File: src/rtl/lisa_qspi_arb.sv
// rtl/lisa_qspi_arb.sv - QSPI bus sequencer sharing one bus between flash fetch (CE0) and PSRAM data (CE1)
// Optional: LISA_QSPI_FIXED_PRIO_EN gives port A fixed priority instead of round-robin.
module lisa_qspi_arb #(
    parameter int ADDR_W      = 24,
    parameter int FLASH_DUMMY = 6,
    parameter int PSRAM_WAIT  = 6
) (
    input  logic              clk,
    input  logic              rst,
    input  logic              a_req,
    input  logic [ADDR_W-1:0] a_addr,
    output logic [15:0]       a_rdata,
    output logic              a_ack,
    input  logic              b_req,
    input  logic              b_we,
    input  logic [ADDR_W-1:0] b_addr,
    input  logic [7:0]        b_wdata,
    output logic [7:0]        b_rdata,
    output logic              b_ack,
    output logic              ce_latch,
    output logic              sclk,
    output logic [3:0]        dq_out,
    output logic [3:0]        dq_oe,
    input  logic [3:0]        dq_in
);

    typedef enum logic [2:0] {
        S_INIT, S_IDLE, S_LATCH, S_CMD, S_ADDR, S_DUMMY, S_DATA, S_DESEL
    } state_t;

    localparam logic [7:0] CMD_LAST   = 8'd15;
    localparam logic [7:0] ADDR_LAST  = 8'(ADDR_W / 2 - 1);
    localparam logic [7:0] FDUM_LAST  = 8'(2 * FLASH_DUMMY - 1);
    localparam logic [7:0] PWAIT_LAST = 8'(2 * PSRAM_WAIT - 1);

    state_t            state, state_nx;
    logic [7:0]        cnt, cnt_nx;
    logic              gnt_b, we_q;
    logic [ADDR_W-1:0] addr_sh;
    logic [7:0]        wdata_q;
    logic [15:0]       shift_q, shift_nx;
    logic              take, take_b, data_last;
    logic [7:0]        cmd_byte;
    logic [2:0]        cmd_bit;
`ifndef LISA_QSPI_FIXED_PRIO_EN
    logic              last_grant_b;
`endif

    always_comb begin
`ifdef LISA_QSPI_FIXED_PRIO_EN
        take_b = b_req && !a_req;
`else
        take_b = b_req && (!a_req || !last_grant_b);
`endif
        take     = a_req || b_req;
        cmd_byte = (gnt_b && we_q) ? 8'h38 : 8'hEB;
        cmd_bit  = 3'd7 - cnt[3:1];
        shift_nx = {shift_q[11:0], dq_in};
    end

    // cnt counts clk cycles inside a state; cnt[0] is the SCLK phase
    always_comb begin
        state_nx  = state;
        cnt_nx    = cnt + 8'd1;
        ce_latch  = 1'b0;
        sclk      = 1'b0;
        dq_out    = 4'h0;
        dq_oe     = 4'h0;
        a_ack     = 1'b0;
        b_ack     = 1'b0;
        data_last = 1'b0;
        case (state)
            S_INIT: begin
                // cnt 0 is the quiet cycle while rst is held
                if (cnt != 8'd0) begin
                    ce_latch = (cnt == 8'd1);
                    dq_oe    = 4'b0011;
                    dq_out   = 4'b0011;
                end
                if (cnt == 8'd2) begin
                    state_nx = S_IDLE;
                    cnt_nx   = 8'd0;
                end
            end
            S_IDLE: begin
                cnt_nx = 8'd0;
                if (take) state_nx = S_LATCH;
            end
            S_LATCH: begin
                ce_latch = (cnt == 8'd0);
                dq_oe    = 4'b0011;
                dq_out   = gnt_b ? 4'b0001 : 4'b0010;
                if (cnt == 8'd1) begin
                    state_nx = S_CMD;
                    cnt_nx   = 8'd0;
                end
            end
            S_CMD: begin
                sclk   = cnt[0];
                dq_oe  = 4'b0001;
                dq_out = {3'b000, cmd_byte[cmd_bit]};
                if (cnt == CMD_LAST) begin
                    state_nx = S_ADDR;
                    cnt_nx   = 8'd0;
                end
            end
            S_ADDR: begin
                sclk   = cnt[0];
                dq_oe  = 4'hF;
                dq_out = addr_sh[ADDR_W-1 -: 4];
                if (cnt == ADDR_LAST) begin
                    state_nx = (gnt_b && we_q) ? S_DATA : S_DUMMY;
                    cnt_nx   = 8'd0;
                end
            end
            S_DUMMY: begin
                sclk = cnt[0];
                // flash mode bits: two SCLKs of 0xF, then bus released
                if (!gnt_b && cnt < 8'd4) begin
                    dq_oe  = 4'hF;
                    dq_out = 4'hF;
                end
                if (cnt == (gnt_b ? PWAIT_LAST : FDUM_LAST)) begin
                    state_nx = S_DATA;
                    cnt_nx   = 8'd0;
                end
            end
            S_DATA: begin
                sclk = cnt[0];
                if (gnt_b && we_q) begin
                    dq_oe  = 4'hF;
                    dq_out = cnt[1] ? wdata_q[3:0] : wdata_q[7:4];
                end
                if (cnt == (gnt_b ? 8'd3 : 8'd7)) begin
                    data_last = 1'b1;
                    state_nx  = S_DESEL;
                    cnt_nx    = 8'd0;
                end
            end
            S_DESEL: begin
                ce_latch = (cnt == 8'd0);
                dq_oe    = 4'b0011;
                dq_out   = 4'b0011;
                if (cnt == 8'd1) begin
                    a_ack    = !gnt_b;
                    b_ack    = gnt_b;
                    state_nx = S_IDLE;
                    cnt_nx   = 8'd0;
                end
            end
            default: begin
                state_nx = S_INIT;
                cnt_nx   = 8'd0;
            end
        endcase
    end

    always_ff @(posedge clk) begin
        if (rst) begin
            state   <= S_INIT;
            cnt     <= 8'd0;
            gnt_b   <= 1'b0;
            we_q    <= 1'b0;
            addr_sh <= '0;
            wdata_q <= 8'h00;
            shift_q <= 16'h0000;
            a_rdata <= 16'h0000;
            b_rdata <= 8'h00;
`ifndef LISA_QSPI_FIXED_PRIO_EN
            last_grant_b <= 1'b1;
`endif
        end else begin
            state <= state_nx;
            cnt   <= cnt_nx;
            if (state == S_IDLE && take) begin
                gnt_b   <= take_b;
                we_q    <= take_b && b_we;
                addr_sh <= take_b ? b_addr : a_addr;
                wdata_q <= b_wdata;
`ifndef LISA_QSPI_FIXED_PRIO_EN
                last_grant_b <= take_b;
`endif
            end
            if (state == S_ADDR && cnt[0])
                addr_sh <= {addr_sh[ADDR_W-5:0], 4'h0};
            if (state == S_DATA && cnt[0])
                shift_q <= shift_nx;
            // first byte arrives in the high nibbles of the shift register
            if (data_last && !we_q) begin
                if (gnt_b) b_rdata <= shift_nx[7:0];
                else       a_rdata <= {shift_nx[7:0], shift_nx[15:8]};
            end
        end
    end

endmodule

File: config.mk
export PLATFORM = sky130hd
export DESIGN_NAME = lisa_qspi_arb
export DESIGN_NICKNAME = d
export VERILOG_FILES = /design/src/rtl/lisa_qspi_arb.sv
export SDC_FILE = /design/constraint.sdc
export NUM_CORES = 1
export LEC_CHECK = 0
export ABC_AREA = 1
export ABC_CLOCK_PERIOD_IN_PS = 2300
export CORE_MARGIN = 2
export CORE_UTILIZATION = 50
export DETAILED_ROUTE_END_ITERATION = 6
export PLACE_DENSITY = 0.79
export RECOVER_POWER = 100
export SYNTH_ARGS = -nofsm -noshare
export SYNTH_HDL_FRONTEND = slang
export SYNTH_SLANG_ARGS = --single-unit
File: constraint.sdc
create_clock -name clk -period 2.3 [get_ports clk]
set_clock_uncertainty 0.2 [all_clocks]
set_input_delay 0.46 -clock clk [delete_from_list [all_inputs] [get_ports clk]]
set_output_delay 0.46 -clock clk [all_outputs]
set_load 0.05 [all_outputs]
==> results.md, run 1 <==
- Outcome: complete, but fails checks
- Failing checks: setup timing
- P_leak: 2.55 nW
- Vias in the first global route: 4051
- Synth warn: 0
- Highest Clock Rate: 0.408 GHz
- Die Height: 95.6 um
- Hold Crit Depth: 2
- Distinct cells, synth: 36
- Type of element capturing the critical path: output port
- Reg-to-reg endpoint: a_rdata[10]
- Final Setup Violations: 11
- Share of layout cells above drive strength 1: 18.8%
- Diodes inserted: 0
- Synth area leaders: dfxtp_1 39%, nand2_1 13%, inv_1 7.4%, a21oi_1 5.1%, nor2_1 3.6%
- Asr flop ratio synth: 0%
- Die ar.: 0.00914 sq mm
- Sequential area share after synthesis: 39.1%
- Worst R2R Path Depth: 10
- # nets final: 776
- Hold Crit Start: b_rdata[4]
- First-pass GRT wire length: 18.4 mm
- CTS max path bufs: 2
- Filler cell count: 633
- Min Tclk post-route: 2.45 ns
- Post-DP HPWL: 7.73 mm
- Largest net degree at the start of global routing: 63
- Root buffer cell: clkbuf_8
- Synth Register Bits: 82
- DR iter-0 viols: 242
- DRT Pass-1 Iters: 5
- CTS sink count: 82
- Register area: 0.00166 sq mm
- Slew at the pin closest to its max-slew limit: 0.833 ns
- Top cell type by total area after synthesis: dfxtp_1
- Pwr dens: 888 mW/mm^2
- Critical path class: reg -> out
- CTS buffer count: 9
- Final Max Tran Viols: 0
- Max VDD drop: 0.448 mV
- Rel. slew slack: 44.3%
- Final worst slack: -0.150 ns
- Rows: 33
- Die Width: 95.6 um
- Nature of the critical path startpoint: flop
- Global Route Usage Sum: 25.4%
- Initial antenna violation count: 0
- Syn_area_per_cell: 7.00 sq um
- CP arrival: 1.79 ns
- RR Startpoint: cnt[1]
- Critical Path Fanout Max: 3
- Crit share post-route: 107%
- Via/cell ratio: 5.24
- Reg2reg setup slack: 0.04 ns
- Placed insts: 791
- Port bufs: 100
- Final hold vios: 0
- Hold Path Class: reg -> reg
- Max-cap violations: 0
- Non-Filler Instances: 817
- Post-Route Setup TNS: -0.591 ns
- CTS tree: built
- Hold buffer count at CTS: 0
- GR Overflow Total: 0
- Total core area: 0.00818 sq mm
- DR vias: 4279
- WP data required: 1.64 ns
- P&R area growth vs syn: 39.7%
- EDFF count, synth: 0
- Routed WL: 11.1 mm
- Skew-Pair Late Insertion Delay: 0.37 ns
- Initial Utilization: 51.3%
- Number of remaining DRC errors: 0
- CTS H-tree lvls: 3
- Hold EP: b_rdata[4]
- Clock transition at path regs: 0.09 ns
- Post-DRT Antenna Nets: 0
- Post-Syn Instances: 599
- Unrepaired setup endpoints after global routing: yes
- Post-Synthesis Net Count: 668
- GP Congestion: 0.895
- Mapped Area: 0.00419 sq mm
- Synth top area share: 39.1%
- Multi-input gate area: 0.00218 sq mm
- Top FF cell, synth: dfxtp_1
- Routed WL per cell: 13.6 um
- IO Pins: 101
[layout by cell type (no fill, tap or decap), types with 2 or more instances in the layout]
cell type / instances
nand4_1: 4
buf_12: 9
inv_2: 14
clkinv_4: 2
nand2_2: 6
buf_4: 18
nor2_1: 39
nor2_4: 5
nand2_4: 3
o21ai_0: 32
clkbuf_8: 10
nand3_1: 26
nor3_4: 5
or2_2: 4
clkinvlp_4: 2
o221ai_1: 3
dlygate4sd3_1: 8
dfxtp_1: 73
o211ai_1: 14
dfxtp_2: 6
nor3_2: 3
clkinv_1: 2
nand3_2: 4
a22oi_1: 6
a21oi_1: 42
buf_6: 5
dfxtp_4: 3
nand4_4: 2
a21oi_2: 15
o21ai_2: 5
o21ai_1: 15
inv_1: 78
a31o_2: 2
o22ai_1: 2
ha_1: 4
clkdlybuf4s50_1: 80
nand2_1: 144
[layer usage]
layer	track usage [%]	vias up	part of all wire (%)
met3	5.22	22	6.3
met1	32.0	1971	41
met2	42.9	151	50
met5	0	-	0
li1	-	2135	-
met4	9.40	0	2.2
[timing repair]
item | 4_1_cts | 5_1_grt
endpoints found under the hold margin | 0 | 0
setup endpoints to repair | 12 | 13
buffers inserted | 8 | 2
resized for setup | 43 | 14
pin swaps | 9 | 7
[synth_stat cells (9+ instances only)]
cell type	count
a21oi_1	43
inv_2	9
nor2_1	40
clkbuf_1	14
inv_1	83
nand2_1	146
nand3_1	29
o211ai_1	14
a21oi_2	14
o21ai_0	30
dfxtp_1	82
o21ai_1	17
[cell families (layout without fill, tap and decap cells)]
kind of cell             count (synthesis)  in the layout  synth area share (%)
buffers and inverters                  123            236                  12.4
flip-flops                              82             82                  39.1
XOR/XNOR                                 1              1                 0.209
AND/OR/NAND/NOR                        249            249                  26.6
AO/OA/AOI/OAI                          139            139                  20.2
multiplexers                             1              1                 0.239
adder cells (fa/ha/maj)                  4              4                  1.19
[power breakdown]
group | internal [mW] | switching (mW)
Combinational | 0.971 | 1.40
Clock | 0.542 | 0.573
Sequential | 1.59 | 0.139
Total | 3.10 | 2.11
[state kept, by name, summed over array words and instances, names as in the netlist]
| signal | flops |
|---|---|
| a_rdata | 16 |
| addr_sh | 24 |
| b_rdata | 8 |
| cnt | 8 |
| gnt_b | 1 |
| last_grant_b | 1 |
| shift_q | 12 |
| state | 3 |
| wdata_q | 8 |
| we_q | 1 |
[worst max-delay path: stages, from the launching register on]
cell	delay, ns
dfxtp_4	0.37
nor2_4	0.14
buf_6	0.11
nand4_1	0.14
buf_4	0.20
buf_6	0.12
o22ai_4	0.18
buf_12	0.16
[area by class of cell]
type / instances / share of cell area (%)
Multi-Input combinational cell: 394 / 37.1
Timing Repair Buffer: 126 / 22.7
Inverter: 94 / 6.02
Tap cell: 105 / 2.24
Sequential cell: 82 / 28.3
Clock buffer: 10 / 2.35
Clock inverter: 6 / 1.26
[per-stage QoR]
stage	hold WS [ns]	power [mW]	setup WS, ns	util (%)	area (sq um)
after global routing	0.264	5.49	-0.247	71.7	5860
after global placement	0.232	3.80	0.0408	66.3	5420
final	0.247	5.21	-0.150	71.7	5860
after CTS	0.252	5.13	-0.109	71.5	5850
after floorplan	0.229	3.04	-0.321	-	4200
after detailed placement	0.238	3.84	-0.0368	66.3	5420
[worst max path at each step]
stage                   from         to  slack (ns)
global placement    state[0]   dq_oe[0]        0.04
CTS                   cnt[4]  dq_out[0]       -0.11
global route          cnt[4]   ce_latch       -0.25
floorplan             cnt[1]      a_ack       -0.32
finish                cnt[4]   ce_latch       -0.15
detailed placement  state[0]   dq_oe[0]       -0.04
Note: power is estimated with default switching activity, not from simulation.
==> inputs of run 2 (changes only) <==
--- a/config.mk
+++ b/config.mk
@@ -12,6 +12,7 @@
 export DETAILED_ROUTE_END_ITERATION = 6
 export PLACE_DENSITY = 0.79
 export RECOVER_POWER = 100
+export SETUP_SLACK_MARGIN = 0.2
 export SYNTH_ARGS = -nofsm -noshare
 export SYNTH_HDL_FRONTEND = slang
 export SYNTH_SLANG_ARGS = --single-unit
==> run 2 against run 1 <==
  * Non-clock buffer count is 25 higher
  * Largest power group unchanged
  * First-iteration DRC count is 15% lower
  * Critical endpoint is now dq_out[0]
  * Highest routed layer unchanged
  * Sequential power hardly changed
  * Combinational power is 14% higher
  * The flow still finishes with violations (setup timing)
  * Clock-buffer cell count is 1 lower
  * Clock power is 12% lower
  * Critical path type unchanged
==> results.md, run 2 (synthesis gave the netlist of run 1 again) <==
- Final Setup Violations: 32 (+21)
- Rel. slew slack: 64.5% (+20 points)
- CTS buffer count: 9 (unchanged)
- Initial Utilization: 51.3% (unchanged)
- Reg with most FFs: addr_sh
- Routed WL per cell: 14.7 um (+8.0%)
- CTS tree: built
- Unrepaired setup endpoints after global routing: yes
- Hold Crit Start: b_rdata[5]
- DR iter-0 viols: 206 (-15%)
- GR Overflow Total: 0 (unchanged)
- DR vias: 4474 (+4.6%)
- Final worst slack: -0.157 ns (-0.00703 ns)
- First-pass GRT wire length: 18.4 mm (about the same)
- Clock transition at path regs: 0.09 ns (about the same)
- Max VDD drop: 0.518 mV (+16%)
- Worst hold slack: 0.252 ns (+0.00499 ns)
- Gate power share: 49.9% (+4.4 points)
- Final Power: 5.41 mW (+4.0%)
- Most frequent cells in the layout: 140 x nand2_1, 75 x inv_1, 70 x dfxtp_1
- # nets final: 802 (+3.4%)
- P&R area growth vs syn: 48.1%
- NetSw: 2.29 mW (+8.7%)
- Number of remaining DRC errors: 0 (unchanged)
- Commonest non-fill, non-tap cell in the layout: nand2_1
- Diodes inserted: 0 (unchanged)
- Clock share of power: 18.3% (-3.1 points)
- IO Pins: 101 (unchanged)
- Hold Crit Depth: 2 (unchanged)
- Pre-CTS setup slack: 0.145 ns (+0.182 ns)
- Initial antenna violation count: 0 (unchanged)
- Failing checks: setup timing
- Final hold vios: 0 (unchanged)
- Final Max Tran Viols: 0 (unchanged)
- Global Route Usage Sum: 25.5% (+0.067 points)
- Critical Path Fanout Max: 3 (unchanged)
- Post-DP HPWL: 7.79 mm (+0.80%)
- Total core area: 0.00818 sq mm (unchanged)
- Skew-Pair Late Insertion Delay: 0.35 ns (-0.02 ns)
- Die Width: 95.6 um (unchanged)
- Internal power: 3.12 mW (+0.74%)
- Max reg flops: 24 (unchanged)
- Reg2reg setup slack: -0.11 ns (-0.15 ns)
- Die Height: 95.6 um (unchanged)
- Outcome: complete, but fails checks
- GP Congestion: 0.861 (-3.8%)
- Routed WL: 12.4 mm (+11%)
- Util after Layout: 76.0% (+4.3 points)
- Port bufs: 100 (unchanged)
- Slew at the pin closest to its max-slew limit: 0.535 ns (-0.297 ns)
- Placed inst area: 0.00550 sq mm (+1.5%)
- Die ar.: 0.00914 sq mm (unchanged)
- Hold EP: b_rdata[5]
- P_leak: 2.87 nW (+12%)
- Critical path class: reg -> out
- Largest registers: addr_sh: 24 flops, a_rdata: 16 flops, shift_q: 12 flops
- CTS max path bufs: 2 (unchanged)
- Vias in the first global route: 3999 (-1.3%)
- Share of layout cells above drive strength 1: 24.4% (+5.6 points)
- Largest net degree at the start of global routing: 63 (unchanged)
- Highest Clock Rate: 0.407 GHz (-0.29%)
- Switching share of total power: 42.3% (+1.9 points)
- Hold Path Class: reg -> reg
- Crit share post-route: 107% (+0.31 points)
- CTS sink count: 82 (unchanged)
- Rows: 33 (unchanged)
- CTS H-tree lvls: 3 (unchanged)
- Worst R2R Path Depth: 10 (unchanged)
- Reg-to-reg endpoint: a_rdata[1]
- Root buffer cell: clkbuf_8
- Type of element capturing the critical path: output port
- DRT Pass-1 Iters: 5 (unchanged)
- Hold buffer count at CTS: 0 (unchanged)
- RR Startpoint: cnt[0]
- Nature of the critical path startpoint: flop
- WP data required: 1.64 ns (about the same)
- Post-DRT Antenna Nets: 0 (unchanged)
- Seq pwr share: 31.8% (-1.3 points)
- Pwr dens: 871 mW/mm^2 (-1.9%)
- Min Tclk post-route: 2.46 ns (+0.00703 ns)
- Via/cell ratio: 5.31 (+1.3%)
- CP arrival: 1.80 ns (about the same)
- Max-cap violations: 0 (unchanged)
- Design area: 0.00621 sq mm (+6.0%)
-- run 2: cell types whose count changed in the layout (fill, tap and decap cells not counted), moves of 5 or more --
cell / previous run / this run
dlygate4sd2_1: 0 / 24
clkdlybuf4s50_1: 80 / 64
buf_4: 18 / 33
dlygate4sd3_1: 8 / 0
nand2_4: 3 / 9
dfxtp_4: 3 / 8
inv_6: 0 / 5
-- run 2: routing by layer --
layer / global-route usage, % / up-vias / wire length (um)
met2: 43.3 / 173 / 6100
met4: 9.64 / 0 / 432
met5: 0 / - / 0
li1: - / 2196 / -
met1: 31.9 / 2065 / 5140
met3: 5.06 / 40 / 709
-- run 2: per-stage QoR --
step | cells | TNS, ns
after global placement | 791 | 0
after CTS | 826 | -0.0796
after global routing | 843 | -5.38
after floorplan | 599 | 0
after detailed placement | 791 | 0
final | 843 | -1.66
-- run 2: worst max path at each step --
stage | end | start | slack (ns)
finish | dq_out[0] | cnt[2] | -0.16
global route | dq_out[0] | cnt[2] | -0.24
CTS | dq_oe[0] | state[0] | -0.04
detailed placement | dq_oe[1] | gnt_b | 0.14
global placement | dq_oe[1] | gnt_b | 0.17
floorplan | a_ack | cnt[7] | 0.15
-- run 2: critical path, stage by stage, from the launching register on --
cell	delay (ns)
dfxtp_4	0.37
buf_4	0.15
xor2_2	0.18
o211ai_1	0.13
o211ai_1	0.15
nand4_1	0.24
buf_12	0.22
-- run 2: area by class of cell --
type,instances,area (sq um)
Clock buffer,9,124
Clock inverter,7,58.8
Fill cell,612,1960
Inverter,94,373
Multi-Input combinational cell,395,2300
Sequential cell,82,1680
Tap cell,105,131
Timing Repair Buffer,151,1550
-- run 2: repair_timing --
item                                    in CTS  in global routing
cloned                                       1                  3
buffers inserted                            18                 14
resized for setup                           70                 41
pin swaps                                    9                 23
endpoints found under the setup margin      36                 56
-- run 2: power by group through the flow --
stage          Sequential (mW)  Combinational [mW]  Clock (mW)
2_1_floorplan             1.71                1.42           0
3_3_place_gp              1.75                2.17           0
3_5_place_dp              1.75                2.19           0
4_1_cts                   1.71                2.50       0.999
5_1_grt                   1.73                2.90        1.05
6_report                  1.72                2.70       0.991
